===== config.mk =====
export PLATFORM = sky130hd
export DESIGN_NAME = bus_transfer_controller_flat
export DESIGN_NICKNAME = d
export VERILOG_FILES = /design/src/rtl/bus_transfer_controller_pkg.sv /design/src/rtl/bus_transfer_controller_if.sv /design/src/rtl/bus_transfer_controller_req_fifo.sv /design/src/rtl/bus_transfer_controller.sv /design/src/flat_wrapper.sv
export SDC_FILE = /design/constraint.sdc
export NUM_CORES = 1
export LEC_CHECK = 0
export CORE_MARGIN = 8
export CORE_UTILIZATION = 45
export CTS_CLUSTER_SIZE = 16
export DETAILED_ROUTE_END_ITERATION = 12
export PLACE_DENSITY = 0.67
export SLEW_MARGIN = 10
export SYNTH_ARGS = -nofsm -noshare
export SYNTH_HDL_FRONTEND = slang
export SYNTH_SLANG_ARGS = --single-unit

===== constraint.sdc =====
create_clock -name i_CLOCK -period 4.82 [get_ports i_CLOCK]
set_clock_uncertainty 0.15 [all_clocks]
set_input_delay 0.964 -clock i_CLOCK [delete_from_list [all_inputs] [get_ports i_CLOCK]]
set_output_delay 0.964 -clock i_CLOCK [all_outputs]
set_load 0.02 [all_outputs]

===== src/rtl/bus_transfer_controller_pkg.sv =====
// Shared definitions for the register-bus transfer controller:
// default geometry, FSM state encoding and the released-bus enable pattern.
package bus_transfer_controller_pkg;

  localparam int unsigned DEF_NUM_REGS   = 8;
  localparam int unsigned DEF_SEL_WIDTH  = 3;
  localparam int unsigned DEF_FIFO_DEPTH = 4;
  localparam int unsigned DEF_PTR_WIDTH  = 2;

  typedef enum logic [1:0] {
    ST_IDLE  = 2'd0,
    ST_DRIVE = 2'd1,
    ST_LATCH = 2'd2
  } xfer_state_t;

  localparam logic [DEF_NUM_REGS-1:0] BUS_EN_IDLE = '1;

endpackage


===== src/rtl/bus_transfer_controller_if.sv =====
// Request handshake plus per-register active-low bus enables and status pulses.
interface bus_transfer_controller_if
  import bus_transfer_controller_pkg::*;
#(
  parameter int unsigned NUM_REGS  = DEF_NUM_REGS,
  parameter int unsigned SEL_WIDTH = DEF_SEL_WIDTH
);

  logic                 i_REQ_VALID;
  logic                 o_REQ_READY;
  logic [SEL_WIDTH-1:0] i_REQ_SRC;
  logic [SEL_WIDTH-1:0] i_REQ_DST;
  logic [NUM_REGS-1:0]  o_WRITE_BUS_n;
  logic [NUM_REGS-1:0]  o_READ_BUS_n;
  logic                 o_BUSY;
  logic                 o_DONE;
  logic                 o_ERROR;

  modport slave (
    input  i_REQ_VALID, i_REQ_SRC, i_REQ_DST,
    output o_REQ_READY, o_WRITE_BUS_n, o_READ_BUS_n, o_BUSY, o_DONE, o_ERROR
  );

  modport master (
    output i_REQ_VALID, i_REQ_SRC, i_REQ_DST,
    input  o_REQ_READY, o_WRITE_BUS_n, o_READ_BUS_n, o_BUSY, o_DONE, o_ERROR
  );

endinterface


===== src/rtl/bus_transfer_controller_req_fifo.sv =====
// Request queue holding {src,dst} pairs; pointers wrap modulo DEPTH, async clear.
module bus_req_fifo #(
  parameter int unsigned DATA_W = 6,
  parameter int unsigned DEPTH  = 4,
  parameter int unsigned PTR_W  = 2
) (
  input  logic              i_clk,
  input  logic              i_clr,
  input  logic              i_push,
  input  logic [DATA_W-1:0] i_data,
  input  logic              i_pop,
  output logic [DATA_W-1:0] o_data,
  output logic              o_full,
  output logic              o_empty
);

  logic [DATA_W-1:0] r_mem [DEPTH];
  logic [PTR_W-1:0]  r_wr_ptr;
  logic [PTR_W-1:0]  r_rd_ptr;
  logic [PTR_W:0]    r_count;
  logic              w_push;
  logic              w_pop;

  assign o_full  = (r_count == (PTR_W+1)'(DEPTH));
  assign o_empty = (r_count == '0);
  assign w_push  = i_push & ~o_full;
  assign w_pop   = i_pop & ~o_empty;
  assign o_data  = r_mem[r_rd_ptr];

  always_ff @(posedge i_clk) begin
    if (w_push) begin
      r_mem[r_wr_ptr] <= i_data;
    end
  end

  always_ff @(posedge i_clk or posedge i_clr) begin
    if (i_clr) begin
      r_wr_ptr <= '0;
      r_rd_ptr <= '0;
      r_count  <= '0;
    end else begin
      if (w_push) begin
        r_wr_ptr <= r_wr_ptr + 1'b1;
      end
      if (w_pop) begin
        r_rd_ptr <= r_rd_ptr + 1'b1;
      end
      case ({w_push, w_pop})
        2'b10:   r_count <= r_count + 1'b1;
        2'b01:   r_count <= r_count - 1'b1;
        default: r_count <= r_count;
      endcase
    end
  end

endmodule


===== src/rtl/bus_transfer_controller.sv =====
// Bus initiator: queues "move src -> dst" requests and sequences each as DRIVE
// then LATCH, driving one-hot active-low enables so only one register drives.
module bus_transfer_controller
  import bus_transfer_controller_pkg::*;
#(
  parameter int unsigned NUM_REGS   = DEF_NUM_REGS,
  parameter int unsigned SEL_WIDTH  = DEF_SEL_WIDTH,
  parameter int unsigned FIFO_DEPTH = DEF_FIFO_DEPTH,
  parameter int unsigned PTR_WIDTH  = DEF_PTR_WIDTH
) (
  input logic                        i_CLOCK,
  input logic                        i_CLEAR,
  bus_transfer_controller_if.slave   bus
);

  localparam int unsigned REQ_W = 2 * SEL_WIDTH;

  xfer_state_t          r_state;
  logic [NUM_REGS-1:0]  r_write_n;
  logic [NUM_REGS-1:0]  r_read_n;
  logic [SEL_WIDTH-1:0] r_dst;
  logic                 r_done;
  logic                 r_error;
  logic                 r_err_pend;

  logic                 w_full;
  logic                 w_empty;
  logic                 w_push;
  logic                 w_pop;
  logic                 w_head_ok;
  logic [REQ_W-1:0]     w_head;
  logic [SEL_WIDTH-1:0] w_head_src;
  logic [SEL_WIDTH-1:0] w_head_dst;

  function automatic logic [NUM_REGS-1:0] en_low(input logic [SEL_WIDTH-1:0] idx);
    return ~({{(NUM_REGS-1){1'b0}}, 1'b1} << idx);
  endfunction

  assign w_push = bus.i_REQ_VALID & ~w_full;

  bus_req_fifo #(
    .DATA_W (REQ_W),
    .DEPTH  (FIFO_DEPTH),
    .PTR_W  (PTR_WIDTH)
  ) u_req_fifo (
    .i_clk   (i_CLOCK),
    .i_clr   (i_CLEAR),
    .i_push  (w_push),
    .i_data  ({bus.i_REQ_SRC, bus.i_REQ_DST}),
    .i_pop   (w_pop),
    .o_data  (w_head),
    .o_full  (w_full),
    .o_empty (w_empty)
  );

  assign w_head_src = w_head[REQ_W-1:SEL_WIDTH];
  assign w_head_dst = w_head[SEL_WIDTH-1:0];
  assign w_head_ok  = ({1'b0, w_head_src} < (SEL_WIDTH+1)'(NUM_REGS)) &&
                      ({1'b0, w_head_dst} < (SEL_WIDTH+1)'(NUM_REGS)) &&
                      (w_head_src != w_head_dst);

  // A pending deferred error blocks the IDLE pop so two error pulses cannot collide.
  assign w_pop = ~w_empty &&
                 ((r_state == ST_LATCH) || ((r_state == ST_IDLE) && !r_err_pend));

  always_ff @(posedge i_CLOCK or posedge i_CLEAR) begin
    if (i_CLEAR) begin
      r_state    <= ST_IDLE;
      r_write_n  <= '1;
      r_read_n   <= '1;
      r_dst      <= '0;
      r_done     <= 1'b0;
      r_error    <= 1'b0;
      r_err_pend <= 1'b0;
    end else begin
      r_done     <= 1'b0;
      r_error    <= r_err_pend;
      r_err_pend <= 1'b0;
      case (r_state)
        ST_IDLE: begin
          if (w_pop) begin
            if (w_head_ok) begin
              r_state   <= ST_DRIVE;
              r_write_n <= en_low(w_head_src);
              r_dst     <= w_head_dst;
            end else begin
              r_error <= 1'b1;
            end
          end
        end
        ST_DRIVE: begin
          r_state  <= ST_LATCH;
          r_read_n <= en_low(r_dst);
        end
        ST_LATCH: begin
          r_done   <= 1'b1;
          r_read_n <= '1;
          if (w_pop && w_head_ok) begin
            r_state   <= ST_DRIVE;
            r_write_n <= en_low(w_head_src);
            r_dst     <= w_head_dst;
          end else begin
            // Invalid head popped here reports one cycle after this DONE.
            r_state    <= ST_IDLE;
            r_write_n  <= '1;
            r_err_pend <= w_pop;
          end
        end
        default: begin
          r_state   <= ST_IDLE;
          r_write_n <= '1;
          r_read_n  <= '1;
        end
      endcase
    end
  end

  assign bus.o_REQ_READY   = ~w_full;
  assign bus.o_WRITE_BUS_n = r_write_n;
  assign bus.o_READ_BUS_n  = r_read_n;
  assign bus.o_DONE        = r_done;
  assign bus.o_ERROR       = r_error;
  assign bus.o_BUSY        = ~w_empty | (r_state != ST_IDLE);

endmodule

===== src/flat_wrapper.sv =====
// flat-port wrapper written by rule: the top's interface ports become plain ports
module bus_transfer_controller_flat import bus_transfer_controller_pkg::*;
#(
  parameter int unsigned NUM_REGS   = DEF_NUM_REGS,
  parameter int unsigned SEL_WIDTH  = DEF_SEL_WIDTH,
  parameter int unsigned FIFO_DEPTH = DEF_FIFO_DEPTH,
  parameter int unsigned PTR_WIDTH  = DEF_PTR_WIDTH
)
  (i_CLOCK, i_CLEAR, bus_i_REQ_VALID, bus_i_REQ_SRC, bus_i_REQ_DST, bus_o_REQ_READY, bus_o_WRITE_BUS_n, bus_o_READ_BUS_n, bus_o_BUSY, bus_o_DONE, bus_o_ERROR);
  bus_transfer_controller_if #(.NUM_REGS(NUM_REGS), .SEL_WIDTH(SEL_WIDTH)) bus_i ();
  input logic i_CLOCK;
  input logic i_CLEAR;
  input wire logic [$bits(bus_i.i_REQ_VALID)-1:0] bus_i_REQ_VALID;
  input wire logic [$bits(bus_i.i_REQ_SRC)-1:0] bus_i_REQ_SRC;
  input wire logic [$bits(bus_i.i_REQ_DST)-1:0] bus_i_REQ_DST;
  output wire logic [$bits(bus_i.o_REQ_READY)-1:0] bus_o_REQ_READY;
  output wire logic [$bits(bus_i.o_WRITE_BUS_n)-1:0] bus_o_WRITE_BUS_n;
  output wire logic [$bits(bus_i.o_READ_BUS_n)-1:0] bus_o_READ_BUS_n;
  output wire logic [$bits(bus_i.o_BUSY)-1:0] bus_o_BUSY;
  output wire logic [$bits(bus_i.o_DONE)-1:0] bus_o_DONE;
  output wire logic [$bits(bus_i.o_ERROR)-1:0] bus_o_ERROR;
  assign bus_i.i_REQ_VALID = bus_i_REQ_VALID;
  assign bus_i.i_REQ_SRC = bus_i_REQ_SRC;
  assign bus_i.i_REQ_DST = bus_i_REQ_DST;
  assign bus_o_REQ_READY = bus_i.o_REQ_READY;
  assign bus_o_WRITE_BUS_n = bus_i.o_WRITE_BUS_n;
  assign bus_o_READ_BUS_n = bus_i.o_READ_BUS_n;
  assign bus_o_BUSY = bus_i.o_BUSY;
  assign bus_o_DONE = bus_i.o_DONE;
  assign bus_o_ERROR = bus_i.o_ERROR;
  bus_transfer_controller #(.NUM_REGS(NUM_REGS), .SEL_WIDTH(SEL_WIDTH), .FIFO_DEPTH(FIFO_DEPTH), .PTR_WIDTH(PTR_WIDTH)) u_core (.i_CLOCK(i_CLOCK), .i_CLEAR(i_CLEAR), .bus(bus_i));
endmodule

==> results of run 1 <==
==> cell families after synthesis <==
family / after synthesis / share of synthesized area, %
AOI/OAI and AO/OA: 12 / 3.206
xor gates and xnor gates: 9 / 3.878
adders and majority gates: 6 / 3.413
buffers and inverters: 18 / 3.464
DFF: 55 / 62.67
muxes: 18 / 10.86
and+or+nand+nor: 58 / 12.51
==> power groups by stage <==
stage / clock network, mW / registers (mW) / logic, mW
after floorplan: 0 / 0.847 / 0.650
after global placement: 0 / 0.844 / 0.871
after detailed placement: 0 / 0.859 / 0.898
after CTS: 0.252 / 0.850 / 0.900
after global routing: 0.267 / 0.877 / 0.978
final: 0.241 / 0.847 / 0.887
==> state kept, by name, indices dropped and copies added (netlist names), 2 cells and up <==
register / flops
u_core.u_req_fifo.r_mem: 24
u_core.bus.o_READ_BUS_n: 8
u_core.bus.o_WRITE_BUS_n: 8
u_core.r_dst: 3
u_core.u_req_fifo.r_count: 3
u_core.r_state: 2
u_core.u_req_fifo.r_rd_ptr: 2
u_core.u_req_fifo.r_wr_ptr: 2
==> metal layers <==
metal  vias up  global-route usage, %  share of wire [%]
met5         -                      0                  0
met4         0                  3.776                1.2
met3         5                  3.493                4.5
met1       709                  13.96                 43
li1        670                      -                  -
met2        25                  20.20                 51
==> layout make-up <==
type | count | area share (%)
flip-flops and latches | 55 | 53.44
clock buffers | 6 | 2.557
inverters | 9 | 1.190
multi-input cells | 103 | 28.88
repair buffers | 30 | 10.41
well taps | 70 | 3.086
clock inverters | 2 | 0.4409
==> worst max-delay path: cells and delay by family (launching register included) <==
kind,cells,cell delay [ns]
buf+inv,1,0.61
simple gates,2,0.18
flops,1,0.74
==> metrics by stage <==
step | setup slack, ns | util [%] | instances | cell area (sq um) | power (mW)
final | 1.885 | 55.21 | 275 | 2838 | 1.975
after global routing | 1.772 | 55.21 | 275 | 2838 | 2.123
after CTS | 1.870 | 55.21 | 275 | 2838 | 2.002
after detailed placement | 1.959 | 53.55 | 267 | 2753 | 1.757
after global placement | 2.040 | 53.55 | 267 | 2753 | 1.715
after floorplan | 2.546 | - | 176 | 2420 | 1.497
==> path summary, 6_finish.rpt <==
path / end
worst min register to register: u_core.bus.o_ERROR$_DFF_PP0_
worst min-delay path: u_core.bus.o_ERROR$_DFF_PP0_
min in group asynchronous: u_core.u_req_fifo.r_wr_ptr[0]$_DFFE_PP0P_
max in group asynchronous: u_core.r_state[0]$_DFFE_PP0P_
worst max-delay path: bus_o_BUSY
worst max register to register: u_core.u_req_fifo.r_count[2]$_DFFE_PP0P_
==> cells in the final DEF (no fill, tap or decap), types with 2 or more instances in the layout <==
cell	count
and3_1	5
buf_4	2
clkbuf_8	5
clkdlybuf4s50_1	28
dfrtp_1	15
dfstp_2	16
edfxtp_1	24
ha_1	5
inv_1	9
mux2i_1	9
mux4_2	6
nand2_1	6
nand2b_1	12
nand3_1	3
nand4_1	2
nand4b_1	2
nor2_1	19
nor2b_1	3
o21ai_0	5
o22ai_1	2
o32ai_1	2
or2_2	2
xnor2_1	5
xnor2_2	2
xor2_1	2
==> flow_metrics.env, run 1 <==
export IMPL_ys_top_cells_by_area="edfxtp_1 30%, dfstp_2 17%, dfrtp_1 16%"
export IMPL_required_ns=3.71
export IMPL_cts_sinks=55
export IMPL_syn_cell_area_sq_um=2420
export IMPL_fin_crit_sh_pct=60.89
export IMPL_p_sw_share_pct=37.64
export IMPL_design_die_area_sq_um=7980
export IMPL_grt_pass1_vias=1480
export IMPL_cts_tree="done"
export IMPL_yosysWarnings=0
export IMPL_hold_violations=0
export IMPL_ys_top_cells_by_count="24 x edfxtp_1, 19 x nor2_1, 16 x dfstp_2"
export IMPL_post_route_min_period_ns=2.935
export IMPL_startpoint_type="flop"
export IMPL_hold_path_class="flop to flop"
export IMPL_grt_max_degree=27
export IMPL_power_internal_mw=1.231
export IMPL_yosysTopAreaCell="edfxtp_1"
export IMPL_seqCellArea_sq_um=1516
export IMPL_critPathSlowestCell="dfrtp_1"
export IMPL_synth_cell_types=36
export IMPL_timing_slew_headroom_pct=34.12
export IMPL_grt_overflow_total=0
export IMPL_fin_nets=219
export IMPL_dpl_hpwl_microns=3191
export IMPL_io_pins=29
export IMPL_ant_nets=0
export IMPL_drv_cap=0
export IMPL_hold_slack_ns=0.3347
export IMPL_critPathMaxFanout=21
export IMPL_num_rows=26
export IMPL_wire_per_inst_microns=15.50
export IMPL_drive_gt1_share_pct=18.05
export IMPL_synth_cells=176
export IMPL_r2r_cells=9
export IMPL_die_h_microns=89.33
export IMPL_p_leak_nw=1.098
export IMPL_power_per_cell_area_nw_per_um2=695.9
export IMPL_clkPwrFrac_pct=12.2
export IMPL_crit_start="u_core.r_state[1]$_DFFE_PP0P_"
export IMPL_avgSynthCellArea_sq_um=13.75
export IMPL_numCtsBuffers=5
export IMPL_grt_pass1_wl_microns=7155
export IMPL_rsz0062_at_grt="no"
export IMPL_ys_seq_elements=55
export IMPL_synthArstFlopShare_pct=56.36
export IMPL_end_kind="primary output"
export IMPL_htree_levels=2
export IMPL_finalMaxSlewViolations=0
export IMPL_clk_path_buf_depth=2
export IMPL_antenna_cells=0
export IMPL_gp_congestion=0.8285
export IMPL_max_freq_mhz=340.7
export IMPL_antenna_found_initial=0
export IMPL_synth_ff_type="edfxtp_1"
export IMPL_status="finished, final reports clean"
export IMPL_worst_pin_slew_ns=0.9871
export IMPL_post_cts_resized=0
export IMPL_synth_most_common_cell="edfxtp_1"
export IMPL_finalSetupTns_ns=0
export IMPL_syn_nets=191
export IMPL_drt_iter0_markers=79
export IMPL_netlist_area_leader_share_pct=29.78
export IMPL_path_class="flop to primary output"
export IMPL_worstPathArrival_ns=1.82
export IMPL_share_seq_of_total_power_pct=42.9
export IMPL_vias_per_cell=5.124
export IMPL_regToRegStartpoint="u_core.r_state[1]$_DFFE_PP0P_"
export IMPL_rrSetupSlack_ns=2.16
export IMPL_wirelength_microns=4262
export IMPL_cts_clk_slew_worst_paths_ns=0.09
export IMPL_combPwrFrac_pct=44.9
export IMPL_ys_seq_area_share_pct=62.67
export IMPL_drtPass1Iterations=4
export IMPL_portBuffers=28
export IMPL_crit_chain="nor2_1 -> nand2_1 -> clkdlybuf4s50_1"
export IMPL_netSwitchingPower_uw=743.4
export IMPL_peakVddDrop_mv=0.3112
export IMPL_min_from="u_core.r_err_pend$_DFF_PP0_"
export IMPL_vias=1409
export IMPL_coreArea_sq_um=5140
export IMPL_synth_edf_count=24
export IMPL_postCtsSetupBuffers=0
export IMPL_area_growth_pct=17.27
export IMPL_cts_hold_buffers=0
export IMPL_start_util_pct=47.08
export IMPL_multi_input_area_sq_um=819.5
export IMPL_fp_dieW_microns=89.33
export IMPL_grtUsageTotal_pct=11.85
export IMPL_holdPathStages=2
export IMPL_num_fill_cells=453
export IMPL_drcViolationCount=0
export IMPL_setup_violations=0
export IMPL_clockRootBuffer="clkbuf_8"
export IMPL_insertion_delay_ns=0.30
export IMPL_cpPeakStageDelay_ns=0.74
No activity file was read; power rests on OpenSTA's default activity.
==> run 2: changes to the inputs <==
--- a/config.mk
+++ b/config.mk
@@ -9,7 +9,7 @@
 export CORE_UTILIZATION = 45
 export CTS_CLUSTER_SIZE = 16
 export DETAILED_ROUTE_END_ITERATION = 12
-export PLACE_DENSITY = 0.67
+export PLACE_DENSITY = 0.69
 export SLEW_MARGIN = 10
 export SYNTH_ARGS = -nofsm -noshare
 export SYNTH_HDL_FRONTEND = slang
==> constraint.sdc (replaced) <==
create_clock -name i_CLOCK -period 2.7 [get_ports i_CLOCK]
set_clock_uncertainty 0.15 [all_clocks]
set_input_delay 0.54 -clock i_CLOCK [delete_from_list [all_inputs] [get_ports i_CLOCK]]
set_output_delay 0.54 -clock i_CLOCK [all_outputs]
set_load 0.02 [all_outputs]
==> run 2 against run 1 <==
  * Register-to-register slack got worse by 1.9 ns
  * Sequential power increased by 66%
  * First-iteration DRC count up 24%
  * Non-clock buffer count rose by 3
  * Cell area grew 0.84%
  * Power is 82% higher
  * Sequential cell count stayed put
  * Critical path type is now flop to flop
  * Critical endpoint is now u_core.bus.o_WRITE_BUS_n[3]$_DFFE_PP1P_
==> flow_metrics.env, run 2 (synthesis gave the netlist of run 1 again) <==
export IMPL_post_route_min_period_ns=2.438
export IMPL_combPwrFrac_pct=48.6
export IMPL_setup_violations=0
export IMPL_antenna_found_initial=0
export IMPL_finalMaxSlewViolations=0
export IMPL_finalSetupTns_ns=0
export IMPL_wire_per_inst_microns=15.65
export IMPL_numCtsBuffers=5
export IMPL_num_fill_cells=446
export IMPL_grt_overflow_total=0
export IMPL_htree_levels=2
export IMPL_drt_iter0_markers=98
export IMPL_end_kind="flop"
export IMPL_largest_reg_flops=24
export IMPL_drv_cap=0
export IMPL_cts_sinks=55
export IMPL_dp_slack_ns=0.1931
export IMPL_path_class="flop to flop"
export IMPL_postCtsSetupBuffers=0
export IMPL_cpPeakStageDelay_ns=0.60
export IMPL_layout_setup_ws_ns=0.2616
export IMPL_post_cts_resized=0
export IMPL_critPathMaxFanout=9
export IMPL_p_sw_share_pct=38.05
export IMPL_cts_clk_slew_worst_paths_ns=0.09
export IMPL_timing_slew_headroom_pct=71.71
export IMPL_fin_cells=278
export IMPL_antenna_cells=0
export IMPL_design_die_area_sq_um=7980
export IMPL_coreArea_sq_um=5140
export IMPL_hold_path_class="input port to asynchronous set/reset pin"
export IMPL_worst_pin_slew_ns=0.4223
export IMPL_dp_cells=270
export IMPL_hold_slack_ns=0.2438
export IMPL_final_cell_mix="28 x clkdlybuf4s50_1, 24 x edfxtp_1, 19 x nor2_1, 16 x dfstp_2, 15 x dfrtp_1"
export IMPL_ant_nets=0
export IMPL_clkPwrFrac_pct=12.1
export IMPL_cpMostUsedCell="buf_4"
export IMPL_gp_congestion=0.7961
export IMPL_crit_chain="buf_4 -> mux4_2 -> xnor2_2 -> a31oi_1 -> buf_4 -> mux2i_1"
export IMPL_worstPathArrival_ns=2.52
export IMPL_share_seq_of_total_power_pct=39.3
export IMPL_fin_nets=222
export IMPL_grt_pass1_wl_microns=7196
export IMPL_power_internal_mw=2.232
export IMPL_vias=1421
export IMPL_drive_gt1_share_pct=19.23
export IMPL_cts_tree="done"
export IMPL_grt_pass1_vias=1519
export IMPL_insertion_delay_ns=0.30
export IMPL_power_per_cell_area_nw_per_um2=1259
export IMPL_top_register="u_core.u_req_fifo.r_mem"
export IMPL_startpoint_type="flop"
export IMPL_drcViolationCount=0
export IMPL_cts_hold_buffers=0
export IMPL_peakVddDrop_mv=0.5096
export IMPL_hold_violations=0
export IMPL_clockRootBuffer="clkbuf_8"
export IMPL_fp_dieW_microns=89.33
export IMPL_p_leak_nw=1.117
export IMPL_crit_family="multiplexers"
export IMPL_vias_per_cell=5.112
export IMPL_path_buf_inv=2
export IMPL_status="finished, final reports clean"
export IMPL_die_h_microns=89.33
export IMPL_netSwitchingPower_mw=1.371
export IMPL_required_ns=2.78
export IMPL_power_mw=3.602
export IMPL_area_growth_pct=18.25
export IMPL_start_util_pct=47.08
export IMPL_grtUsageTotal_pct=12.17
export IMPL_fin_crit_sh_pct=90.31
export IMPL_portBuffers=28
export IMPL_drtPass1Iterations=5
export IMPL_wirelength_microns=4350
export IMPL_grt_max_degree=30
export IMPL_num_rows=26
export IMPL_max_freq_mhz=410.1
export IMPL_critPathSlowestCell="mux4_2"
export IMPL_clk_path_buf_depth=2
export IMPL_dpl_hpwl_microns=3308
export IMPL_io_pins=29
export IMPL_layout_commonest_cell="clkdlybuf4s50_1"
export IMPL_rsz0062_at_grt="no"
[run 2: changes by cell type in the layout (fill, tap and decap cells not counted), sizes merged]
cell      previous run  this run
clkinvlp             1         0
clkinv               1         2
buf                  2         5
[run 2: cell type report]
| type | count | area [sq um] | share of cell area, % |
|---|---|---|---|
| flip-flops and latches | 55 | 1516 | 53.00 |
| multi-input cells | 103 | 819.5 | 28.64 |
| inverters | 9 | 33.78 | 1.181 |
| well taps | 70 | 87.58 | 3.061 |
| clock inverters | 2 | 13.76 | 0.4810 |
| repair buffers | 33 | 317.8 | 11.11 |
| clock buffers | 6 | 72.57 | 2.536 |
[run 2: metrics by stage]
step           cell area (sq um)  util [%]
6_report                    2861     55.67
3_5_place_dp                2775     53.99
5_1_grt                     2861     55.67
2_1_floorplan               2420         -
3_3_place_gp                2775     53.99
4_1_cts                     2861     55.67
[run 2: per-layer routing]
metal  global-route usage (%)  wire length [microns]
met1                    14.68                   1942
met4                    4.985                     72
met5                        0                      0
met2                    20.00                   2162
met3                    3.401                    174
[run 2: final timing paths]
check / startpoint / end / slack (ns) / cells after the start
max: u_core.u_req_fifo.r_rd_ptr[0]$_DFFE_PP0P_ / u_core.bus.o_WRITE_BUS_n[3]$_DFFE_PP1P_ / 0.26 / 6
min: i_CLEAR / u_core.u_req_fifo.r_wr_ptr[0]$_DFFE_PP0P_ / 0.24 / 2
max reg2reg: u_core.u_req_fifo.r_rd_ptr[0]$_DFFE_PP0P_ / u_core.bus.o_WRITE_BUS_n[3]$_DFFE_PP1P_ / 0.26 / 6
min reg2reg: u_core.r_err_pend$_DFF_PP0_ / u_core.bus.o_ERROR$_DFF_PP0_ / 0.33 / 2
max in group asynchronous: i_CLEAR / u_core.bus.o_READ_BUS_n[0]$_DFFE_PP1P_ / 1.56 / 3
min in group i_CLOCK: u_core.r_err_pend$_DFF_PP0_ / u_core.bus.o_ERROR$_DFF_PP0_ / 0.33 / 2
[run 2: power by group through the flow]
stage | registers, mW | clock network (mW) | logic, mW
after floorplan | 1.51 | 0 | 1.16
after global placement | 1.41 | 0 | 1.69
after detailed placement | 1.44 | 0 | 1.76
after CTS | 1.42 | 0.448 | 1.77
after global routing | 1.45 | 0.479 | 1.93
final | 1.41 | 0.436 | 1.75
